--- config.mk ---
export PLATFORM = sky130hd
export DESIGN_NAME = puf_resp_uart_tx_flat
export DESIGN_NICKNAME = d
export VERILOG_FILES = /design/src/rtl/puf_resp_uart_tx_pkg.sv /design/src/rtl/puf_resp_uart_tx_if.sv /design/src/rtl/puf_resp_uart_tx_byte.sv /design/src/rtl/puf_resp_uart_tx.sv /design/src/flat_wrapper.sv
export SDC_FILE = /design/constraint.sdc
export NUM_CORES = 1
export LEC_CHECK = 0
export ABC_AREA = 1
export ABC_CLOCK_PERIOD_IN_PS = 5000
export CORE_MARGIN = 2
export CORE_UTILIZATION = 35
export DETAILED_ROUTE_END_ITERATION = 10
export SLEW_MARGIN = 40
export SYNTH_ARGS = -nofsm -noshare
export SYNTH_HDL_FRONTEND = slang
export SYNTH_HIERARCHICAL = 1
export SYNTH_SLANG_ARGS = --single-unit
--- constraint.sdc ---
create_clock -name clk -period 5 [get_ports clk]
set_clock_uncertainty 0.1 [all_clocks]
set_input_delay 1 -clock clk [delete_from_list [all_inputs] [get_ports clk]]
set_output_delay 1 -clock clk [all_outputs]
set_load 0.005 [all_outputs]
--- src/rtl/puf_resp_uart_tx_pkg.sv ---
// Shared types and constants for the PUF response UART transmitter.
package puf_uart_pkg;

    localparam int unsigned CLKS_PER_BIT_DEF = 868;
    localparam int unsigned FRAME_BITS       = 10;
    localparam int unsigned RESP_BYTES       = 16;
    localparam int unsigned RESP_W           = RESP_BYTES * 8;
    localparam int unsigned IDX_W            = 5;

    // Bit-level UART framing states.
    typedef enum logic [2:0] {
        IDLE,
        START,
        DATA,
        STOP,
        DONE
    } state_t;

    // Response-level sequencing states.
    typedef enum logic [1:0] {
        SEQ_IDLE,
        SEQ_SEND,
        SEQ_DONE
    } seq_t;

    // Byte k of the response, byte 0 being the most significant.
    function automatic logic [7:0] get_byte(input logic [RESP_W-1:0] resp, input logic [3:0] k);
        logic [RESP_W-1:0] sh;
        sh = resp >> (8 * (RESP_BYTES - 1 - 32'(k)));
        return sh[7:0];
    endfunction

endpackage

--- src/rtl/puf_resp_uart_tx_if.sv ---
// Response interface between the PUF collector (master) and its consumer (slave).
interface puf_resp_if;
    import puf_uart_pkg::*;

    logic [RESP_W-1:0] puf_out;
    logic              puf_done;
    logic              busy;
    logic              tx_done;
    logic [IDX_W-1:0]  byte_idx;

    modport master (output puf_out, output puf_done,
                    input  busy, input tx_done, input byte_idx);
    modport slave  (input  puf_out, input puf_done,
                    output busy, output tx_done, output byte_idx);
endinterface

--- src/rtl/puf_resp_uart_tx_byte.sv ---
// Single-byte 8N1 UART transmitter; accepts a new byte in the last stop-bit cycle
// so consecutive frames run without an idle gap.
module uart_tx_byte
    import puf_uart_pkg::*;
#(
    parameter int unsigned CLKS_PER_BIT = CLKS_PER_BIT_DEF
) (
    input  logic       clk,
    input  logic       rst,
    input  logic       start,
    input  logic [7:0] data,
    output logic       tx,
    output logic       ready
);

    localparam int unsigned CNT_W     = $clog2(CLKS_PER_BIT);
    localparam int unsigned DATA_BITS = FRAME_BITS - 2;

    state_t           state_q, state_d;
    logic [CNT_W-1:0] baud_q, baud_d;
    logic [2:0]       bit_q, bit_d;
    logic [7:0]       shift_q, shift_d;
    logic             tx_q, tx_d;
    logic             ready_q, ready_d;
    logic             baud_last_c;

    assign baud_last_c = (baud_q == CNT_W'(CLKS_PER_BIT - 1));
    assign tx          = tx_q;
    assign ready       = ready_q;

    always_ff @(posedge clk) begin
        if (rst) begin
            state_q <= IDLE;
            baud_q  <= '0;
            bit_q   <= '0;
            shift_q <= '0;
            tx_q    <= 1'b1;
            ready_q <= 1'b1;
        end else begin
            state_q <= state_d;
            baud_q  <= baud_d;
            bit_q   <= bit_d;
            shift_q <= shift_d;
            tx_q    <= tx_d;
            ready_q <= ready_d;
        end
    end

    always_comb begin
        state_d = state_q;
        baud_d  = baud_q;
        bit_d   = bit_q;
        shift_d = shift_q;
        tx_d    = tx_q;
        unique case (state_q)
            IDLE: begin
                tx_d = 1'b1;
                if (start) begin
                    state_d = START;
                    baud_d  = '0;
                    shift_d = data;
                    tx_d    = 1'b0;
                end
            end
            START: begin
                if (baud_last_c) begin
                    state_d = DATA;
                    baud_d  = '0;
                    bit_d   = '0;
                    tx_d    = shift_q[0];
                end else begin
                    baud_d = baud_q + CNT_W'(1);
                end
            end
            DATA: begin
                if (baud_last_c) begin
                    baud_d = '0;
                    if (bit_q == 3'(DATA_BITS - 1)) begin
                        state_d = STOP;
                        tx_d    = 1'b1;
                    end else begin
                        bit_d   = bit_q + 3'd1;
                        shift_d = shift_q >> 1;
                        tx_d    = shift_q[1];
                    end
                end else begin
                    baud_d = baud_q + CNT_W'(1);
                end
            end
            STOP: begin
                if (baud_last_c) begin
                    baud_d = '0;
                    if (start) begin
                        state_d = START;
                        shift_d = data;
                        tx_d    = 1'b0;
                    end else begin
                        state_d = IDLE;
                        tx_d    = 1'b1;
                    end
                end else begin
                    baud_d = baud_q + CNT_W'(1);
                end
            end
            default: begin
                state_d = IDLE;
                tx_d    = 1'b1;
            end
        endcase
    end

    // Ready is a look-ahead: high in idle and during the final stop-bit cycle.
    always_comb begin
        ready_d = (state_d == IDLE) ||
                  ((state_d == STOP) && (baud_d == CNT_W'(CLKS_PER_BIT - 1)));
    end

endmodule

--- src/rtl/puf_resp_uart_tx.sv ---
// Captures the 128-bit PUF response on the rising edge of puf_done and streams
// it MSB byte first over a UART line.
module puf_resp_uart_tx
    import puf_uart_pkg::*;
#(
    parameter int unsigned CLKS_PER_BIT = CLKS_PER_BIT_DEF
) (
    input  logic       clk,
    input  logic       rst,
    puf_resp_if.slave  resp,
    output logic       tx
);

    seq_t              state_q, state_d;
    logic              done_q;
    logic [RESP_W-1:0] shadow_q, shadow_d;
    logic [IDX_W-1:0]  byte_idx_q, byte_idx_d, byte_nxt_c;
    logic              busy_q, busy_d;
    logic              tx_done_q, tx_done_d;
    logic              trig_c;
    logic              start_c;
    logic [7:0]        data_c;
    logic              ready;

    assign trig_c     = resp.puf_done & ~done_q;
    assign byte_nxt_c = byte_idx_q + IDX_W'(1);

    assign resp.busy     = busy_q;
    assign resp.tx_done  = tx_done_q;
    assign resp.byte_idx = byte_idx_q;

    uart_tx_byte #(.CLKS_PER_BIT(CLKS_PER_BIT)) u_byte (
        .clk   (clk),
        .rst   (rst),
        .start (start_c),
        .data  (data_c),
        .tx    (tx),
        .ready (ready)
    );

    always_ff @(posedge clk) begin
        if (rst) begin
            state_q    <= SEQ_IDLE;
            done_q     <= 1'b0;
            shadow_q   <= '0;
            byte_idx_q <= '0;
            busy_q     <= 1'b0;
            tx_done_q  <= 1'b0;
        end else begin
            state_q    <= state_d;
            done_q     <= resp.puf_done;
            shadow_q   <= shadow_d;
            byte_idx_q <= byte_idx_d;
            busy_q     <= busy_d;
            tx_done_q  <= tx_done_d;
        end
    end

    always_comb begin
        state_d    = state_q;
        shadow_d   = shadow_q;
        byte_idx_d = byte_idx_q;
        busy_d     = busy_q;
        tx_done_d  = 1'b0;
        start_c    = 1'b0;
        data_c     = get_byte(shadow_q, 4'(byte_nxt_c));
        unique case (state_q)
            SEQ_IDLE: begin
                // Byte 0 comes straight from the input so its start bit begins with capture.
                if (trig_c) begin
                    state_d    = SEQ_SEND;
                    shadow_d   = resp.puf_out;
                    byte_idx_d = '0;
                    busy_d     = 1'b1;
                    start_c    = 1'b1;
                    data_c     = get_byte(resp.puf_out, 4'd0);
                end
            end
            SEQ_SEND: begin
                if (ready) begin
                    if (byte_idx_q != IDX_W'(RESP_BYTES - 1)) begin
                        start_c    = 1'b1;
                        byte_idx_d = byte_nxt_c;
                    end else begin
                        state_d    = SEQ_DONE;
                        byte_idx_d = '0;
                        busy_d     = 1'b0;
                        tx_done_d  = 1'b1;
                    end
                end
            end
            SEQ_DONE: begin
                state_d = SEQ_IDLE;
            end
            default: begin
                state_d = SEQ_IDLE;
            end
        endcase
    end

endmodule
--- src/flat_wrapper.sv ---
// flat-port wrapper written by rule: the top's interface ports become plain ports
module puf_resp_uart_tx_flat import puf_uart_pkg::*;
#(
    parameter int unsigned CLKS_PER_BIT = CLKS_PER_BIT_DEF
)
  (clk, rst, tx, resp_puf_out, resp_puf_done, resp_busy, resp_tx_done, resp_byte_idx);
  puf_resp_if resp_i ();
  input  logic clk;
  input  logic rst;
  output logic tx;
  input wire logic [$bits(resp_i.puf_out)-1:0] resp_puf_out;
  input wire logic [$bits(resp_i.puf_done)-1:0] resp_puf_done;
  output wire logic [$bits(resp_i.busy)-1:0] resp_busy;
  output wire logic [$bits(resp_i.tx_done)-1:0] resp_tx_done;
  output wire logic [$bits(resp_i.byte_idx)-1:0] resp_byte_idx;
  assign resp_i.puf_out = resp_puf_out;
  assign resp_i.puf_done = resp_puf_done;
  assign resp_busy = resp_i.busy;
  assign resp_tx_done = resp_i.tx_done;
  assign resp_byte_idx = resp_i.byte_idx;
  puf_resp_uart_tx #(.CLKS_PER_BIT(CLKS_PER_BIT)) u_core (.clk(clk), .rst(rst), .resp(resp_i), .tx(tx));
endmodule
==> out/qor.csv, run 1 <==
stage,metric,value,unit
sta,Final Slew Violations,0,
floorplanning,DIE HEIGHT,152,µm
critical_path,CP max FO,75,
min_path,HP Class,flop to flop,
floorplanning,Rows,54,
sta,minimum clock period,3120,ps
routing,final wirelength,22.6,mm
routing,Antenna Violating Nets Remaining,0,
synthesis,cell taking the most area after synthesis,dfxtp_1,
synthesis,Synth Flop Type,dfxtp_1,
run,MaxCap Viol Count,0,
sta,Max-slew headroom,40.4,%
power,Flop pwr share,42.6,%
cells_and_area,Area Overhead vs Synth,27.6,%
critical_path,worst flop-to-flop path startpoint,u_core/resp.byte_idx[0],
cts,CTS resizes,0,
synthesis,"Avg Cell Area, Syn",6.66,µm²
cells_and_area,layout cells sized above 1,4.43,%
critical_path,FF-to-FF End,u_core/u_byte/ready,
sta,Slew @ Worst Pin,891,ps
synthesis,Mapped Nets,1293,
power,Clk network pwr share,39.7,%
critical_path,Worst path top cell family by delay,buffers and inverters,
critical_path,"Buf+Inv Stages, Crit Path",2,
routing,DRT Pass-1 Iters,5,
critical_path,Worst setup EP type,primary output,
power,leakage,0.00416,µW
critical_path,"Data arrival, critical path",2020,ps
critical_path,slowest library cell on the worst path,clkdlybuf4s50_1,
synthesis,Area contributors post-synth,"dfxtp_1, nand2_1, o21ai_0, a21oi_1, nand3_1",
cts,CTS root buffer,clkbuf_16,
sta,f_max,320,MHz
routing,vias per cell,4.86,
cts,CTS sink cnt,164,
cts,"Clk Latency, worst-skew pair",430,ps
floorplanning,die footprint,23300,µm²
power,Comb pwr share,17.7,%
sta,PnR worst setup slack,1880,ps
placed_design,Final GP Congestion,0.832,
critical_path,R2R setup slack,1930,ps
cts,postcts setup bufs,0,
global_routing,initial antenna violation count,0,
critical_path,Setup Crit Path Kind,flop to primary output,
cells_and_area,# fillers,2286,
global_routing,global-route wire length before repair,36.2,mm
cts,CTS H-Tree Depth,4,
power,pwr/cell area,345,nW/µm²
critical_path,cell count of the worst reg-to-reg path,16,
synthesis,post-synthesis cell type count,32,
global_routing,total congestion overflow,0,
cells_and_area,diode count,0,
critical_path,nature of the critical path startpoint,flop,
critical_path,CP max stage delay,660,ps
floorplanning,initial core utilization,35.5,%
synthesis,Post-synth EDFFs,0,
critical_path,critical path depth,2,
placed_design,pre-CTS setup slack,1770,ps
floorplanning,Die W,152,µm
cts,Hold Buf Count CTS,0,
critical_path,crit-path cells,buf_4 -> clkdlybuf4s50_1,
placed_design,I/O Buffers,138,
critical_path,Setup crit start,u_core/resp.byte_idx[0],
global_routing,largest net degree at the start of global routing,242,
sta,unrepaired setup endpoints after global routing,false,
power,internal power,2420,µW
sta,Fin Setup TNS,0,ps
cts,CTS tree,built,
global_routing,vias in the first global route,7141,
power,Psw,986,µW
floorplanning,number of I/O pins,139,
synthesis,top post-synthesis cells by count,"nand2_1, dfxtp_1, inv_1, o21ai_0, a21oi_1",
routing,DRC viols,0,
synthesis,Syn Inst Count,1158,
critical_path,CP endpoint,resp_byte_idx[0],
floorplanning,core area,21800,µm²
sta,final hold vios,0,
routing,Vias,7516,
power,switching share of power,29.0,%
synthesis,mapped cell area,7720,µm²
outcome,outcome,completed,
synthesis,top-count cell post-synth,nand2_1,
synthesis,sequential area share after synthesis,42.5,%
global_routing,GRT Total Usage,19.3,%
cells_and_area,Nets,1387,
cts,clock-pin slew on the worst setup and hold paths,70,ps
synthesis,area share of the largest cell type after synthesis,42.5,%
placed_design,DP HPWL,15.7,mm
synthesis,Syn. warnings,6,
sta,period utilization,62.4,%
cts,Max clock buf depth,2,
critical_path,Worst Path Required,3900,ps
routing,WL/cell,14.6,µm
synthesis,ys async rst share,0,%
power,Max IR drop VDD,0.228,mV
synthesis,Synth Register Bits,164,
sta,final setup violation count,0,
routing,drt initial violations,589,
cts,TritonCTS Buffers,17,
power by group through the flow:
stage / clock network (µW) / registers [µW] / logic (µW)
floorplan: 0 / 1470 / 375
global placement: 0 / 1480 / 591
detailed placement: 0 / 1480 / 594
CTS: 1380 / 1450 / 597
global route: 1430 / 1460 / 679
finish: 1350 / 1450 / 602
worst register-to-register path: cells and delay by family (launching register included):
kind	cells	cell delay (ps)
adder cells (fa/ha/maj)	1	410
buffers and inverters	2	750
AND/OR/NAND/NOR	13	1420
flip-flops	1	330
cell type report:
cell class	instances	area (µm²)	area share, %
multi-input cells	772	3550	36.1
flip-flops and latches	164	3280	33.4
repair buffers	146	1490	15.1
inverters	151	567	5.76
clock buffers	17	425	4.32
well taps	280	350	3.56
clock inverters	15	184	1.87
logic make-up after synthesis:
| logic type | synth area share, % |
|---|---|
| AO/OA/AOI/OAI | 18.7 |
| adder cells (fa/ha/maj) | 0.649 |
| AND/OR/NAND/NOR | 25.8 |
| buffers and inverters | 11.5 |
| XOR/XNOR | 0.778 |
| other | 0.0486 |
| flip-flops | 42.5 |
routing by layer:
metal	share of wire, %	vias to the layer above	global-route usage, %
met2	46	208	30.7
li1	-	3899	-
met1	47	3384	26.3
met3	5.7	25	4.41
met5	0	-	0
met4	1.7	0	5.56
layout by cell type, fill, tap and decap left out, types with 4 or more instances in the layout:
| cell | netlist | final |
|---|---|---|
| nand2_1 | 255 | 255 |
| dfxtp_1 | 164 | 163 |
| inv_1 | 146 | 144 |
| o21ai_0 | 142 | 142 |
| clkdlybuf4s50_1 | 0 | 138 |
| a21oi_1 | 135 | 135 |
| nand3_1 | 119 | 119 |
| nor2_1 | 90 | 90 |
| clkbuf_16 | 0 | 17 |
| inv_2 | 5 | 6 |
| inv_6 | 0 | 5 |
| buf_4 | 2 | 5 |
| nand4_1 | 5 | 5 |
| ha_1 | 4 | 4 |
worst min path at each step:
stage                        startpoint                       end  slack (ps)  depth (start not counted)
2_1_floorplan  u_core/u_byte/shift_q[2]  u_core/u_byte/shift_q[2]         320                          2
3_3_place_gp        u_core/shadow_q[68]       u_core/shadow_q[68]         340                          2
3_5_place_dp        u_core/shadow_q[58]       u_core/shadow_q[58]         340                          2
4_1_cts             u_core/shadow_q[77]       u_core/shadow_q[77]         360                          2
5_1_grt             u_core/shadow_q[15]       u_core/shadow_q[15]         370                          2
6_report            u_core/shadow_q[69]       u_core/shadow_q[69]         350                          2
stage by stage:
stage	instances	area, µm²	power [µW]	utilization [%]	hold slack, ps
4_1_cts	1544	9820	3420	45.1	356
5_1_grt	1545	9850	3570	45.3	370
6_report	1545	9850	3400	45.3	353
3_3_place_gp	1512	9210	2070	42.3	340
3_5_place_dp	1512	9210	2070	42.3	345
2_1_floorplan	1158	7720	1840	-	325
registers in the layout (all words and copies together), names as in the netlist:
signal                 cells
u_core/shadow_q          128
u_core/u_byte/baud_q      10
u_core/u_byte/shift_q      8
u_core/resp.byte_idx       5
u_core/u_byte/bit_q        3
u_core/u_byte/state_q      3
u_core/state_q             2
u_core/done_q              1
u_core/resp.busy           1
u_core/resp.tx_done        1
u_core/u_byte/ready        1
u_core/u_byte/tx           1
Power figures use the tool's default switching activity.
==> run 2, diff against run 1 <==
--- a/config.mk
+++ b/config.mk
@@ -6,7 +6,7 @@
 export NUM_CORES = 1
 export LEC_CHECK = 0
 export ABC_AREA = 1
-export ABC_CLOCK_PERIOD_IN_PS = 5000
+export ABC_CLOCK_PERIOD_IN_PS = 3000
 export CORE_MARGIN = 2
 export CORE_UTILIZATION = 35
 export DETAILED_ROUTE_END_ITERATION = 10
==> constraint.sdc (replaced) <==
create_clock -name clk -period 3 [get_ports clk]
set_clock_uncertainty 0.1 [all_clocks]
set_input_delay 0.6 -clock clk [delete_from_list [all_inputs] [get_ports clk]]
set_output_delay 0.6 -clock clk [all_outputs]
set_load 0.005 [all_outputs]
==> out/qor.csv, run 2 (same netlist as run 1, synthesis figures left out) <==
stage,metric,value,unit
critical_path,CP max FO,61,
cells_and_area,post-layout util,45.8,%
cts,CTS H-Tree Depth,4,
cts,TritonCTS Buffers,17,
critical_path,Worst path top cell family by delay,buffers and inverters,
cells_and_area,"commonest non-fill, non-tap cells in the layout","nand2_1, dfxtp_1, inv_1, o21ai_0, clkdlybuf4s50_1",
outcome,outcome,completed,
sta,Max-slew headroom,56.6,%
cts,Max clock buf depth,2,
sta,final hold vios,0,
critical_path,"Buf+Inv Stages, Crit Path",3,
cts,postcts setup bufs,0,
sta,Slew @ Worst Pin,652,ps
critical_path,Worst setup EP type,flop,
routing,Vias,7421,
critical_path,nature of the critical path startpoint,input port,
cells_and_area,most flop-heavy register,u_core/shadow_q,
critical_path,CP dominant cell by count,buf_4,
floorplanning,Die W,152,µm
placed_design,pre-CTS setup slack,211,ps
global_routing,total congestion overflow,0,
run,MaxCap Viol Count,0,
floorplanning,Rows,54,
cts,CTS root buffer,clkbuf_16,
floorplanning,core area,21800,µm²
cells_and_area,Area Overhead vs Synth,29.0,%
floorplanning,die footprint,23300,µm²
critical_path,critical path depth,6,
cells_and_area,Finished Layout Cells,1559,
power,leakage,0.00422,µW
floorplanning,number of I/O pins,139,
power,pwr/cell area,579,nW/µm²
sta,Final Hold Slack,352,ps
critical_path,cell count of the worst reg-to-reg path,14,
global_routing,largest net degree at the start of global routing,77,
placed_design,DP HPWL,16.0,mm
cts,CTS sink cnt,164,
cells_and_area,Nets,1401,
critical_path,R2R setup slack,670,ps
global_routing,initial antenna violation count,0,
cells_and_area,"commonest non-fill, non-tap cell in the layout",nand2_1,
critical_path,Worst Path Required,3260,ps
routing,DRT Pass-1 Iters,5,
routing,drt initial violations,394,
cts,clock-pin slew on the worst setup and hold paths,70,ps
sta,f_max,427,MHz
cells_and_area,diode count,0,
critical_path,Setup Crit Path Kind,input port to flop,
cells_and_area,Largest regs,"u_core/shadow_q: 128 flops, u_core/u_byte/baud_q: 10 flops, u_core/u_byte/shift_q: 8 flops",
placed_design,Final GP Congestion,0.833,
critical_path,crit-path cells,clkdlybuf4s50_1 -> nand3_4 -> buf_4 -> buf_4 -> o21ai_0 -> a21oi_1,
placed_design,I/O Buffers,138,
cells_and_area,layout cells sized above 1,5.39,%
global_routing,global-route wire length before repair,35.7,mm
placed_design,Post-Place Cells,1527,
routing,vias per cell,4.76,
routing,Antenna Violating Nets Remaining,0,
cts,Hold Buf Count CTS,0,
sta,unrepaired setup endpoints after global routing,false,
floorplanning,DIE HEIGHT,152,µm
global_routing,vias in the first global route,6973,
floorplanning,initial core utilization,35.5,%
min_path,HP Class,flop to flop,
power,Max IR drop VDD,0.421,mV
sta,Final Slew Violations,0,
routing,WL/cell,14.2,µm
cts,CTS tree,built,
critical_path,"Data arrival, critical path",2600,ps
sta,period utilization,78.2,%
routing,final wirelength,22.2,mm
global_routing,GRT Total Usage,19.1,%
critical_path,slowest library cell on the worst path,buf_4,
min_path,Hold Path Cell Cnt,2,
cts,CTS resizes,0,
cts,"Clk Latency, worst-skew pair",430,ps
cells_and_area,Largest register FFs,128,
sta,PnR worst setup slack,655,ps
critical_path,CP max stage delay,530,ps
sta,minimum clock period,2340,ps
sta,final setup violation count,0,
routing,DRC viols,0,
sta,Fin Setup TNS,0,ps
## run 2: cell types whose count changed in the layout (fill, tap and decap cells not counted)
| cell | delta |
|---|---|
| clkinv_8 | -1 |
| clkinv_2 | +1 |
| buf_16 | -1 |
| inv_6 | -3 |
| clkinv_4 | +2 |
| inv_8 | -2 |
| buf_4 | +15 |
| clkbuf_1 | +1 |
| bufinv_16 | +2 |
## run 2: metrics by stage
step / total power, µW / cell area, µm²
floorplan: 3070 / 7720
global placement: 3460 / 9320
detailed placement: 3480 / 9320
CTS: 5810 / 9950
global route: 6060 / 9950
finish: 5770 / 9950
## run 2: area by class of cell
type / instances / area, µm²
clock buffers: 18 / 429
clock inverters: 14 / 201
fillers: 2275 / 11800
inverters: 151 / 567
multi-input cells: 772 / 3550
flip-flops and latches: 164 / 3280
well taps: 280 / 350
repair buffers: 160 / 1570
## run 2: layer usage
| metal | global-route usage [%] | wire length, µm |
|---|---|---|
| met1 | 26.8 | 10900 |
| met2 | 29.5 | 9760 |
| met3 | 4.21 | 1160 |
| met4 | 5.64 | 388 |
| met5 | 0 | 0 |
## run 2: worst min-delay path: cells and delay by family (launching register included)
family          cells  cell delay (ps)
buf+inv             1               60
flops               1              300
compound gates      1               50
## run 2: report_power, final
part	switching (µW)	internal, µW
logic	600	418
registers	57.5	2360
clock network	928	1410
total	1590	4180
## run 2: path summary, 6_finish.rpt
kind | startpoint | end
hold reg to reg | u_core/shadow_q[56] | u_core/shadow_q[56]
hold / removal | u_core/shadow_q[56] | u_core/shadow_q[56]
setup reg to reg | u_core/resp.byte_idx[1] | u_core/u_byte/shift_q[7]
setup / recovery | resp_puf_done | u_core/shadow_q[72]
==> run 3, diff against run 2 <==
--- a/config.mk
+++ b/config.mk
@@ -6,7 +6,7 @@
 export NUM_CORES = 1
 export LEC_CHECK = 0
 export ABC_AREA = 1
-export ABC_CLOCK_PERIOD_IN_PS = 3000
+export ABC_CLOCK_PERIOD_IN_PS = 1900
 export CORE_MARGIN = 2
 export CORE_UTILIZATION = 35
 export DETAILED_ROUTE_END_ITERATION = 10
==> constraint.sdc (replaced) <==
create_clock -name clk -period 1.9 [get_ports clk]
set_clock_uncertainty 0.1 [all_clocks]
set_input_delay 0.38 -clock clk [delete_from_list [all_inputs] [get_ports clk]]
set_output_delay 0.38 -clock clk [all_outputs]
set_load 0.005 [all_outputs]
==> out/qor.csv, run 3 (same netlist as run 1, synthesis figures left out) <==
stage,metric,value,unit
routing,final wirelength,24.1,mm
cts,CTS H-Tree Depth,4,
power,pwr/cell area,818,nW/µm²
routing,vias per cell,4.86,
global_routing,largest net degree at the start of global routing,118,
run,MaxCap Viol Count,0,
power,internal power,6490,µW
critical_path,Worst setup EP type,flop,
cells_and_area,diode count,0,
cts,TritonCTS Buffers,17,
cells_and_area,layout cells sized above 1,19.5,%
critical_path,Worst Path Required,2170,ps
cts,CTS root buffer,clkbuf_16,
power,Max IR drop VDD,0.596,mV
cells_and_area,Area Overhead vs Synth,46.0,%
floorplanning,core area,21800,µm²
critical_path,Setup Crit Path Kind,flop to flop,
outcome,outcome,"finished, violations left",
global_routing,total congestion overflow,0,
global_routing,initial antenna violation count,0,
sta,final hold vios,0,
critical_path,crit-path cells,buf_8 -> clkinvlp_4 -> buf_6 -> buf_12 -> nand2_1 -> nand3_2 -> nand3_1 -> nand3_2 -> nand2_1 -> nand2_1 -> nand2_1 -> nand2_1 -> o21ai_1 -> o21ai_1 -> nor2_1,
routing,DRT Pass-1 Iters,5,
cells_and_area,Largest register FFs,128,
cells_and_area,Largest regs,"u_core/shadow_q: 128 flops, u_core/u_byte/baud_q: 10 flops, u_core/u_byte/shift_q: 8 flops",
global_routing,vias in the first global route,7221,
sta,minimum clock period,1960,ps
power,Psw,2730,µW
critical_path,slowest library cell on the worst path,dfxtp_4,
critical_path,CP max FO,9,
routing,DRC viols,0,
sta,final setup violation count,8,
critical_path,"Buf+Inv Stages, Crit Path",4,
critical_path,CP max stage delay,370,ps
critical_path,"Data arrival, critical path",2220,ps
sta,Final Hold Slack,353,ps
global_routing,GRT Total Usage,20.0,%
routing,WL/cell,14.8,µm
floorplanning,DIE HEIGHT,152,µm
routing,Vias,7929,
power,switching share of power,29.6,%
cts,CTS tree,built,
cells_and_area,"commonest non-fill, non-tap cells in the layout","nand2_1, dfxtp_1, inv_1, clkdlybuf4s50_1, a21oi_1",
placed_design,I/O Buffers,138,
sta,Final Slew Violations,0,
cells_and_area,Nets,1473,
cts,clock-pin slew on the worst setup and hold paths,70,ps
sta,Fin Setup TNS,-223,ps
sta,unrepaired setup endpoints after global routing,true,
global_routing,global-route wire length before repair,37.3,mm
cts,Max clock buf depth,2,
cells_and_area,"commonest non-fill, non-tap cell in the layout",nand2_1,
placed_design,Post-Place Cells,1585,
power,Clk network pwr share,36.5,%
cells_and_area,fin area,11300,µm²
floorplanning,initial core utilization,35.5,%
power,leakage,0.00480,µW
floorplanning,number of I/O pins,139,
critical_path,Worst path top cell family by delay,simple AND/OR/NAND/NOR gates,
power,Comb pwr share,22.1,%
min_path,HP Class,flop to flop,
floorplanning,Die W,152,µm
routing,Antenna Violating Nets Remaining,0,
floorplanning,die footprint,23300,µm²
sta,f_max,511,MHz
power,Flop pwr share,41.3,%
cells_and_area,# fillers,2121,
sta,Max-slew headroom,51.0,%
placed_design,Final GP Congestion,0.827,
outcome,failing checks,negative setup slack,
cells_and_area,Finished Layout Cells,1631,
critical_path,CP dominant cell by count,nand2_1,
routing,drt initial violations,493,
cts,CTS sink cnt,164,
critical_path,nature of the critical path startpoint,flop,
cts,"Clk Latency, worst-skew pair",440,ps
placed_design,pre-CTS setup slack,-435,ps
cells_and_area,most flop-heavy register,u_core/shadow_q,
placed_design,DP HPWL,16.7,mm
sta,Slew @ Worst Pin,735,ps
floorplanning,Rows,54,
sta,period utilization,103,%
sta,PnR worst setup slack,-55.1,ps
placed_design,Placed Area,9910,µm²
## run 3: changes by cell type in the layout (fill, tap and decap cells not counted), moves of 5 or more
cell	delta
buf_4	+46
clkdlybuf4s50_1	-5
nand3_1	-72
buf_6	+7
o21ai_0	-13
nand2_4	+5
nand2_2	+21
o21ai_1	+11
nor2_2	+8
nor2_1	-9
nand2_1	-25
buf_12	+9
nand3_2	+69
## run 3: timing repair
item / in CTS / in global routing
setup endpoints to repair: 16 / 23
gates cloned: 3 / 3
pin swaps: 3 / 64
hold buffers: 0 / 0
setup buffers: 6 / 2
gates resized for setup: 31 / 129
## run 3: tightest hold or removal path, delay by kind of cell (launching register included)
| kind | cells | cell delay [ps] |
|---|---|---|
| flops | 1 | 300 |
| buf+inv | 1 | 60 |
| compound gates | 1 | 50 |
## run 3: worst paths after layout
kind	slack (ps)	from	depth (start not counted)	endpoint
max	-60	u_core/resp.byte_idx[0]	15	u_core/u_byte/shift_q[3]
min	350	u_core/shadow_q[41]	2	u_core/shadow_q[41]
max reg2reg	-60	u_core/resp.byte_idx[0]	15	u_core/u_byte/shift_q[3]
min reg2reg	350	u_core/shadow_q[41]	2	u_core/shadow_q[41]
## run 3: area by class of cell
| class | count | area (µm²) | area share, % |
|---|---|---|---|
| timing repair buffer | 231 | 2380 | 21.1 |
| clock inverter | 13 | 125 | 1.11 |
| tap | 280 | 350 | 3.11 |
| clock buffer | 19 | 443 | 3.93 |
| sequential | 164 | 3290 | 29.2 |
| multi-input combinational | 773 | 4110 | 36.4 |
| inverter | 151 | 573 | 5.08 |
## run 3: per-stage QoR
stage / total power [µW] / util (%)
2_1_floorplan: 4870 / -
3_5_place_dp: 5620 / 45.6
5_1_grt: 9660 / 51.8
3_3_place_gp: 5600 / 45.5
6_report: 9220 / 51.8
4_1_cts: 9050 / 49.1
## run 3: power by group through the flow
| stage | logic [µW] | clock network, µW | registers [µW] |
|---|---|---|---|
| floorplan | 1000 | 0 | 3870 |
| global placement | 1720 | 0 | 3880 |
| detailed placement | 1740 | 0 | 3890 |
| CTS | 1810 | 3430 | 3810 |
| global route | 2240 | 3580 | 3840 |
| finish | 2040 | 3370 | 3810 |
## run 3: metal layers
layer | share of wire (%) | up-vias | GRT usage (%) | wire length, µm
met4 | 1.6 | 0 | 6.04 | 388
li1 | - | 4077 | - | -
met1 | 47 | 3648 | 27.8 | 11400
met2 | 46 | 178 | 31.9 | 11200
met3 | 4.8 | 26 | 3.56 | 1150
met5 | 0 | - | 0 | 0
